## config.mk

```make
export PLATFORM = sky130hd
export DESIGN_NAME = bmu_pipe
export DESIGN_NICKNAME = d
export VERILOG_FILES = /design/src/rtl/bmu_pkg.sv /design/src/rtl/bmu_bitcnt.sv /design/src/rtl/bmu_pipe.sv
export SDC_FILE = /design/constraint.sdc
export NUM_CORES = 2
export LEC_CHECK = 0
export ABC_AREA = 0
export CORE_AREA = 2 2 273 275
export CTS_CLUSTER_SIZE = 8
export DETAILED_ROUTE_END_ITERATION = 10
export DIE_AREA = 0 0 275 277
export PLACE_DENSITY = 0.68
export RECOVER_POWER = 50
export SETUP_SLACK_MARGIN = 0.3
export SLEW_MARGIN = 10
export SYNTH_ARGS = -nofsm -noshare
export SYNTH_HDL_FRONTEND = slang
export SYNTH_HIERARCHICAL = 1
export SYNTH_SLANG_ARGS = --single-unit
```

## constraint.sdc

```tcl
create_clock -name clk -period 17.4 [get_ports clk]
set_clock_uncertainty 0.2 [all_clocks]
set_input_delay 1.74 -clock clk [delete_from_list [all_inputs] [get_ports clk]]
set_output_delay 1.74 -clock clk [all_outputs]
set_load 0.02 [all_outputs]
```

## src/rtl/bmu_pkg.sv

```systemverilog
// rtl/bmu_pkg.sv - shared types and helpers for the bmu_pipe bit-manipulation unit
//
// Purpose : decoded operation packet, its width, and the one-hot legality check.
// Ports   : none (package).
// Macro   : BMU_PACK_EN does not change this file; the pack/packu/packh bits are
//           always present so the decode interface is the same in every build.

package bmu_pkg;

  // Field order fixes the packed bit layout: unsign is bit 0, the op bits sit above it.
  typedef struct packed {
    logic clz, ctz, cpop;
    logic min, max;
    logic rol, ror;
    logic land, lor, lxor;
    logic sh1add, sh2add, sh3add;
    logic bset, bclr, binv, bext;
    logic siext_b, siext_h;
    logic add, sub, slt;
    logic sll, srl, sra;
    logic pack, packu, packh;
    logic unsign;
  } bmu_op_pkt_t;

  localparam int BMU_OP_W = $bits(bmu_op_pkt_t);

  // True when exactly one op bit is set; unsign is a modifier and is ignored.
  function automatic logic bmu_onehot_chk(input bmu_op_pkt_t op);
    logic [BMU_OP_W-2:0] v;
    v = op[BMU_OP_W-1:1];
    return (v != '0) && ((v & (v - (BMU_OP_W-1)'(1))) == '0);
  endfunction

endpackage

```

## src/rtl/bmu_bitcnt.sv

```systemverilog
// rtl/bmu_bitcnt.sv - combinational leading/trailing zero count and popcount
//
// Purpose : clz, ctz and cpop of one XLEN-wide operand; a zero operand gives XLEN
//           for both zero counts.
// Ports   : i_a     operand
//           o_clz   leading zero count  (SHW+1 bits)
//           o_ctz   trailing zero count (SHW+1 bits)
//           o_cpop  number of set bits  (SHW+1 bits)

module bmu_bitcnt #(
  parameter int XLEN = 32
) (
  input  logic [XLEN-1:0]          i_a,
  output logic [$clog2(XLEN):0]    o_clz,
  output logic [$clog2(XLEN):0]    o_ctz,
  output logic [$clog2(XLEN):0]    o_cpop
);

  localparam int SHW = $clog2(XLEN);

  always_comb begin
    o_clz  = (SHW+1)'(XLEN);
    o_ctz  = (SHW+1)'(XLEN);
    o_cpop = '0;
    // Ascending scan: the highest set bit is the last to write clz.
    for (int i = 0; i < XLEN; i++) begin
      if (i_a[i]) o_clz = (SHW+1)'(XLEN - 1 - i);
      o_cpop = o_cpop + (SHW+1)'(i_a[i]);
    end
    // Descending scan: the lowest set bit is the last to write ctz.
    for (int i = XLEN - 1; i >= 0; i--) begin
      if (i_a[i]) o_ctz = (SHW+1)'(i);
    end
  end

endmodule

```

## src/rtl/bmu_pipe.sv

```systemverilog
// rtl/bmu_pipe.sv - two-stage pipelined bit-manipulation execution unit
//
// Purpose : S1 registers and decodes a request (one-hot check, shift-amount
//           masking); S2 registers the computed result. Valid/ready on both sides,
//           flush kills everything in flight, illegal ops return error with result 0.
// Macro   : BMU_PACK_EN enables pack/packu/packh; when undefined those ops are errors.
// Ports   : clk, rst        clock, asynchronous active-high reset
//           in_valid/ready  request handshake
//           in_op           one-hot op bits plus unsign modifier
//           in_a, in_b      operands (rs1, rs2/immediate)
//           flush           drop all in-flight ops at the next edge
//           out_valid/ready result handshake
//           out_result      XLEN-bit result
//           out_error       illegal / non-one-hot op

module bmu_pipe
  import bmu_pkg::*;
#(
  parameter int XLEN = 32
) (
  input  logic              clk,
  input  logic              rst,
  input  logic              in_valid,
  output logic              in_ready,
  input  bmu_op_pkt_t       in_op,
  input  logic [XLEN-1:0]   in_a,
  input  logic [XLEN-1:0]   in_b,
  input  logic              flush,
  output logic              out_valid,
  input  logic              out_ready,
  output logic [XLEN-1:0]   out_result,
  output logic              out_error
);

  localparam int SHW = $clog2(XLEN);

  // Stage 1 state
  logic              r_s1_valid;
  bmu_op_pkt_t       r_s1_op;
  logic [XLEN-1:0]   r_s1_a;
  logic [XLEN-1:0]   r_s1_b;
  logic [SHW-1:0]    r_s1_sh;
  logic              r_s1_err;

  // Stage 2 state
  logic              r_s2_valid;
  logic [XLEN-1:0]   r_s2_result;
  logic              r_s2_err;

  // Handshake
  logic              w_s2_ready;
  logic              w_s1_ready;
  logic              w_accept;
  logic              w_s1_adv;

  // Decode / datapath
  logic              w_in_err;
  logic [SHW:0]      w_clz;
  logic [SHW:0]      w_ctz;
  logic [SHW:0]      w_cpop;
  logic [SHW-1:0]    w_neg_sh;
  logic [XLEN-1:0]   w_bitmask;
  logic              w_lt;
  logic [XLEN-1:0]   w_res;

  assign w_s2_ready = !r_s2_valid || out_ready;
  assign w_s1_ready = !r_s1_valid || w_s2_ready;
  assign in_ready   = w_s1_ready;
  assign w_accept   = in_valid && w_s1_ready;
  assign w_s1_adv   = r_s1_valid && w_s2_ready;

  always_comb begin
    w_in_err = !bmu_onehot_chk(in_op);
`ifdef BMU_PACK_EN
    // pack/packu/packh are legal ops in this build.
`else
    if (in_op.pack || in_op.packu || in_op.packh) w_in_err = 1'b1;
`endif
  end

  bmu_bitcnt #(.XLEN(XLEN)) u_bitcnt (
    .i_a    (r_s1_a),
    .o_clz  (w_clz),
    .o_ctz  (w_ctz),
    .o_cpop (w_cpop)
  );

  // Rotations use the complementary amount mod XLEN; at sh=0 both halves equal A.
  assign w_neg_sh  = -r_s1_sh;
  assign w_bitmask = {{(XLEN-1){1'b0}}, 1'b1} << r_s1_sh;
  assign w_lt      = r_s1_op.unsign ? (r_s1_a < r_s1_b)
                                    : ($signed(r_s1_a) < $signed(r_s1_b));

  always_comb begin
    w_res = '0;
    if (!r_s1_err) begin
      case (1'b1)
        r_s1_op.clz:     w_res = {{(XLEN-SHW-1){1'b0}}, w_clz};
        r_s1_op.ctz:     w_res = {{(XLEN-SHW-1){1'b0}}, w_ctz};
        r_s1_op.cpop:    w_res = {{(XLEN-SHW-1){1'b0}}, w_cpop};
        r_s1_op.min:     w_res = w_lt ? r_s1_a : r_s1_b;
        r_s1_op.max:     w_res = w_lt ? r_s1_b : r_s1_a;
        r_s1_op.rol:     w_res = (r_s1_a << r_s1_sh) | (r_s1_a >> w_neg_sh);
        r_s1_op.ror:     w_res = (r_s1_a >> r_s1_sh) | (r_s1_a << w_neg_sh);
        r_s1_op.land:    w_res = r_s1_a & r_s1_b;
        r_s1_op.lor:     w_res = r_s1_a | r_s1_b;
        r_s1_op.lxor:    w_res = r_s1_a ^ r_s1_b;
        r_s1_op.sh1add:  w_res = {r_s1_a[XLEN-2:0], 1'b0} + r_s1_b;
        r_s1_op.sh2add:  w_res = {r_s1_a[XLEN-3:0], 2'b0} + r_s1_b;
        r_s1_op.sh3add:  w_res = {r_s1_a[XLEN-4:0], 3'b0} + r_s1_b;
        r_s1_op.bset:    w_res = r_s1_a | w_bitmask;
        r_s1_op.bclr:    w_res = r_s1_a & ~w_bitmask;
        r_s1_op.binv:    w_res = r_s1_a ^ w_bitmask;
        r_s1_op.bext:    w_res = {{(XLEN-1){1'b0}}, r_s1_a[r_s1_sh]};
        r_s1_op.siext_b: w_res = {{(XLEN-8){r_s1_a[7]}}, r_s1_a[7:0]};
        r_s1_op.siext_h: w_res = {{(XLEN-16){r_s1_a[15]}}, r_s1_a[15:0]};
        r_s1_op.add:     w_res = r_s1_a + r_s1_b;
        r_s1_op.sub:     w_res = r_s1_a - r_s1_b;
        r_s1_op.slt:     w_res = {{(XLEN-1){1'b0}}, w_lt};
        r_s1_op.sll:     w_res = r_s1_a << r_s1_sh;
        r_s1_op.srl:     w_res = r_s1_a >> r_s1_sh;
        r_s1_op.sra:     w_res = $signed(r_s1_a) >>> r_s1_sh;
`ifdef BMU_PACK_EN
        r_s1_op.pack:    w_res = {r_s1_b[XLEN/2-1:0], r_s1_a[XLEN/2-1:0]};
        r_s1_op.packu:   w_res = {r_s1_b[XLEN-1:XLEN/2], r_s1_a[XLEN-1:XLEN/2]};
        r_s1_op.packh:   w_res = {{(XLEN-16){1'b0}}, r_s1_b[7:0], r_s1_a[7:0]};
`else
`endif
        default:         w_res = '0;
      endcase
    end
  end

  always_ff @(posedge clk or posedge rst) begin
    if (rst) begin
      r_s1_valid  <= 1'b0;
      r_s1_op     <= '0;
      r_s1_a      <= '0;
      r_s1_b      <= '0;
      r_s1_sh     <= '0;
      r_s1_err    <= 1'b0;
      r_s2_valid  <= 1'b0;
      r_s2_result <= '0;
      r_s2_err    <= 1'b0;
    end else if (flush) begin
      // Flush wins over any same-cycle accept or advance.
      r_s1_valid <= 1'b0;
      r_s2_valid <= 1'b0;
    end else begin
      if (w_s1_ready) r_s1_valid <= in_valid;
      if (w_accept) begin
        r_s1_op  <= in_op;
        r_s1_a   <= in_a;
        r_s1_b   <= in_b;
        r_s1_sh  <= in_b[SHW-1:0];
        r_s1_err <= w_in_err;
      end
      // S2 reloads in the same cycle its result is taken, so no bubble.
      if (w_s2_ready) r_s2_valid <= r_s1_valid;
      if (w_s1_adv) begin
        r_s2_result <= w_res;
        r_s2_err    <= r_s1_err;
      end
    end
  end

  assign out_valid  = r_s2_valid;
  assign out_result = r_s2_result;
  assign out_error  = r_s2_err;

endmodule

```

* Word-level counts from Yosys, hierarchy flattened
Index checks and enable logic that the tools add are counted. Widths: inputs -> output; s select.
Word-level totals: register bits 131, output and inout bits 35
Cells by class: add/sub/neg operators 38, magnitude comparators 3, shift operators 6, multiplexer cells 100, bitwise operators 11, reduce and logical (&&, ||, !) cells 16
Operator list (count):
- $mux 32 | 28
- $mux 6 | 64
- $add 6x1->6 | 30
- $add 32x32->32 | 4
- $or 32x32->32 | 4
- $and 32x32->32 | 2
- $lt 32x32->1 | 2
- $shl 32x5->32 | 2
- $shr 32x5->32 | 2
- $xor 32x32->32 | 2
- $not 32->32 | 1
- $shl 1x5->32 const A | 1
- $sshr 32x5->32 | 1
- $sub 32x32->32 | 1
- $and 28x28->28 | 1
- $logic_not 28->1 | 1
- $reduce_bool 28->1 | 1
- $sub 28x1->28 const B | 1
- $mux 1 | 7
- $lt 5x6->1 const B | 1
- $bmux 1 s5 | 1
- $neg 5->5 | 1
- $logic_or 1x1->1 | 4
- $reduce_and 2->1 | 2
- 5 further kinds | 10

* Logic depth before layout (Yosys ltp)
depth after elaboration 35, gate-level depth with buffers 20

* Hierarchy
Netlist, hierarchy kept.
Modules (own cells, without submodules):
- bmu_pipe | times used 1, cells each 3807, area an instance 27616.5 um^2, sequential area each 3153.0 um^2
- bmu_bitcnt | times used 1, cells each 184, area an instance 1440.1 um^2, sequential area each 0.0 um^2

* Least setup slack after synthesis
OpenSTA, ideal clock, no wires.
kind flip-flop to flip-flop, from register r_s1_a[26], to register r_s2_result[4], in the netlist out_result[4], setup time 133 ps, arrival 5114 ps, data required time 17067 ps, setup slack 11952 ps, stages on the path, launching flop included 21, buffers on the path 0, cells stage by stage dfrtp_1 inv_1 fa_1 fa_1 inv_1 fa_1 inv_1 fa_1 fa_1 fa_1 inv_1 ha_1 inv_1 fa_1 inv_1 a21o_1 a21oi_1 xnor2_1 mux2_2 nor4_1 o41ai_1
On the way: elaborated cells on any way between the ends 77
RTL lines:
- start, declared | RTL line bmu_pipe.sv:40 | logic [XLEN-1:0] r_s1_a;
- start signal, assigned | RTL line bmu_pipe.sv:153 | r_s1_a <= in_a;
- $add 6x1->6 (6 in a row) | RTL line bmu_bitcnt.sv:28 | o_cpop = o_cpop + (SHW+1)'(i_a[i]);
- named net w_cpop[4] | RTL line bmu_pipe.sv:60 | logic [SHW:0] w_cpop;
- $mux 32 (3 in a row) | RTL line bmu_pipe.sv:97 | case (1'b1)
- $mux 32 | RTL line bmu_pipe.sv:96 | if (!r_s1_err) begin
- end signal, assigned | RTL line bmu_pipe.sv:161 | r_s2_result <= w_res;
- end, declared | RTL line bmu_pipe.sv:47 | logic [XLEN-1:0] r_s2_result;
The timed path passes the listed nets, and every way through them passes these cells. A chain may end at the register's enable or synchronous reset.

==> run summary <==
maximum achievable frequency: 125 MHz
placeable core area: 0.0736 mm²
Setup Crit Path Kind: primary input to asynchronous set/reset pin
Int Power: 1.62 mW
path category of the worst min-delay check: register to register
overall power consumption: 4.19 mW
cell total after placement: 4915
Clock Sinks: 126
setup repair after global routing missed its margin: no
Slew Limit Headroom: -2.02
transition time of the tightest slew-check pin: 4.50 ns
final setup slack of the worst path: 9.38 ns
total via count after detailed routing: 36023
data required time of the worst path: 16.68 ns
maximum capacitance violations: 3
CTS tree: built
number of buffers created by CTS: 17
DRC violation count after routing: 0
peak supply drop: 0.208 mV
total cell area at the placement stage: 0.0315 mm²
first-pass GRT wire length: 260000 µm
number of setup violations in the final report: 0
Die Span Y: 277 µm
largest cells by area after synthesis: ha_1 (11%), dfrtp_1 (11%), mux4_2 (8.5%)
number of detailed-routing iterations run before antenna repair: 9
gr ovfl total: 0
dpl ws: 11.42 ns
I/O pin total: 133
maximum number of buffers from clock root to sink: 2
Std-Cell Rows: 100
Starting Density: 0.395
Synth area leader: ha_1
power density cells: 131 mW/mm²
GRT Total Usage: 0.480
clock insertion delay at the later pin of the skew report: 0.53 ns
cell depth of the worst hold path: 2
clock root buffer master: clkbuf_16
CTS-repair resized insts: 0
number of nets in the synthesized netlist: 4380
Clock power frac: 0.095
YS warnings: 6
cell breakdown of the critical path: dlygate4sd3_1 -> clkinvlp_2 -> clkbuf_1
number of standard cells in the layout, taps in and fillers out: 4950
Total Routed Length: 188000 µm
post-layout instance area: 0.0321 mm²
post-synthesis instance area: 0.0291 mm²
number of global-route vias before repair: 33281
remaining number of nets flagged by the antenna check after routing: 0
number of nets in the layout: 4354
max-slew violation count: 204
final HPWL from detailed placement: 139000 µm
Synth Instances: 3991
Psw: 2.56 mW
async set-or-reset flop fraction in the synthesized netlist: 1.00
postcts setup bufs: 0
fraction of post-synthesis cell area in the top cell type by area: 0.113
startpoint types: primary input
PortBufs: 132
Final Hold Viols: 0
net switching share of the total power: 0.612
fill count: 7670
post-synthesis area per instance: 7.28 µm²
initial antenna violation count: 18
Gate power share: 0.812
die boundary width: 275 µm
top_reg_cell synth: dfrtp_1
critical-path maximum fanout: 84
number of library cell types mapped by synthesis: 100
Worst-path clk slew: 0.09 ns
hold buffer count at cts: 0
number of H-tree branching levels: 4
maximum number of pins on one net before global-route repair: 98
Static Leak: 12.9 nW
layout cells sized above 1: 0.101
Worst path top cell family by delay: buffers and inverters
area enclosed by the die boundary: 0.0762 mm²
Crit path largest cell delay: 2.49 ns
Critical Path End Type: asynchronous set/reset pin
routed len/inst: 37.9 µm
post-synthesis sequential area ratio: 0.109
flop and latch count out of synthesis: 126
R2R depth: 14
Reg power frac: 0.093
share of the core filled with cells in the final layout: 0.436
vias per cell: 7.28
setup TNS: 0 ns
Crit. path cell count: 3
violated checks: capacitance limit, slew limit
Data arrival, critical path: 7.30 ns
Post-Route Hold Slack: 0.300 ns
relative area change from synthesis to final layout: 10.3%
count of flip-flops with a built-in enable after synthesis: 0
Buffers & Inverters on Critical Path: 3
gpl congestion: 1.12
final worst path period need: 8.02 ns
iteration-0 DRC count of the detailed router: 6313
outcome: finished, violations left
ratio of final minimum period to clock period: 0.461
cell with the biggest individual delay on the critical path: clkinvlp_2
worst register-to-register path: stages (launching register included):
cell and delay (ns):
dfrtp_4 0.79, inv_1 0.13, buf_4 0.29, fa_1 0.52
nor2b_1 0.18, o21ai_0 0.59, a211o_1 0.41, a211oi_1 0.13
a2111o_1 0.51, nand2_4 0.47, buf_4 0.68, o21ai_0 0.24
a2111oi_0 0.69, o211ai_1 0.17, o21ai_0 0.19
synth_stat cells (26+ instances only):
master and n:
ha_1 262, nor2b_1 26, nand2b_1 32, o22ai_1 34, a21o_1 61, a211oi_1 97, o2111ai_1 27, a221oi_1 39
o31ai_1 34, mux4_2 110, nand2_1 477, o21ai_0 390, buf_1 41, xor2_1 35, a21oi_1 387, fa_1 29
o211ai_1 56, clkbuf_1 240, a31oi_1 54, nor3_1 80, xnor2_1 78, a211o_1 29, o21bai_1 34, mux2_2 53
dfrtp_1 126, mux2i_1 106, a2111oi_0 27, nor2_1 373, nand3_1 71, o221ai_1 28, inv_1 167
layout by cell type, fill, tap and decap left out, types with 21 or more instances in the layout:
master / n
a21oi_1: 387
mux2i_1: 106
o2111ai_1: 27
a2111oi_0: 27
a31oi_1: 53
a211oi_1: 97
nor2_1: 373
xnor2_1: 74
o21bai_1: 34
nor2b_1: 25
inv_1: 163
and3_1: 22
o21ai_0: 390
nand2_1: 477
mux4_2: 110
nand3_1: 71
dfrtp_1: 116
nor3_1: 80
buf_4: 131
a21o_1: 61
nand2b_1: 32
clkdlybuf4s50_1: 113
o211ai_1: 56
o21a_1: 22
fa_1: 29
o31ai_1: 34
a221oi_1: 39
a221o_1: 22
mux2_2: 53
a211o_1: 29
o22ai_1: 34
o221ai_1: 28
xor2_1: 35
or3_1: 21
ha_1: 261
final cells by class:
class / instances / area, µm² / share of cell area
flip-flops and latches: 126 / 3170 / 0.0990
diodes: 3 / 7.51 / 0.000234
multi-input cells: 3374 / 24100 / 0.751
inverters: 179 / 673 / 0.0210
repair buffers: 267 / 2350 / 0.0734
well taps: 969 / 1210 / 0.0378
clock buffers: 17 / 425 / 0.0133
clock inverters: 15 / 153 / 0.00476
worst paths after layout:
| path | startpoint | slack (ns) | to |
|---|---|---|---|
| hold reg to reg | out_result[4] | 0.30 | out_result[4] |
| min in group asynchronous | rst | 2.84 | r_s1_b[10] |
| hold / removal | out_result[4] | 0.30 | out_result[4] |
| setup reg to reg | r_s1_b[1] | 11.16 | out_result[28] |
| max in group clk | out_ready | 10.22 | r_s1_a[30] |
| setup / recovery | rst | 9.38 | r_s1_b[0] |
per-layer routing:
| metal | share of wire | wire length, µm | global-route usage | vias up |
|---|---|---|---|---|
| li1 | - | - | - | 14854 |
| met1 | 0.38 | 71100 | 0.620 | 17302 |
| met2 | 0.39 | 72800 | 0.645 | 3077 |
| met3 | 0.15 | 27800 | 0.193 | 766 |
| met4 | 0.085 | 15900 | 0.327 | 24 |
| met5 | 0.00099 | 186 | 0 | - |
power groups by stage:
stage	Sequential, mW	Combinational (mW)	Clock, mW
2_1_floorplan	0.385	2.02	0
3_3_place_gp	0.390	3.19	0
3_5_place_dp	0.390	3.19	0
4_1_cts	0.385	3.21	0.396
5_1_grt	0.391	3.52	0.405
6_report	0.391	3.40	0.397
registers in the layout, summed over array words and instances, names as in the netlist:
signal      count
out_error       1
out_result     32
out_valid       1
r_s1_a         32
r_s1_b         32
r_s1_err        1
r_s1_op        26
r_s1_valid      1
cells by family after synthesis:
family                     Yosys count  share of synthesized area
DFF                                126                      0.109
and+or+nand+nor                   1217                      0.188
AOI/OAI and AO/OA                 1482                      0.328
adders and majority gates          293                      0.133
muxes                              269                      0.142
xor gates and xnor gates           113                     0.0341
buffers and inverters              491                     0.0657
(Power assumes the default switching activity.)
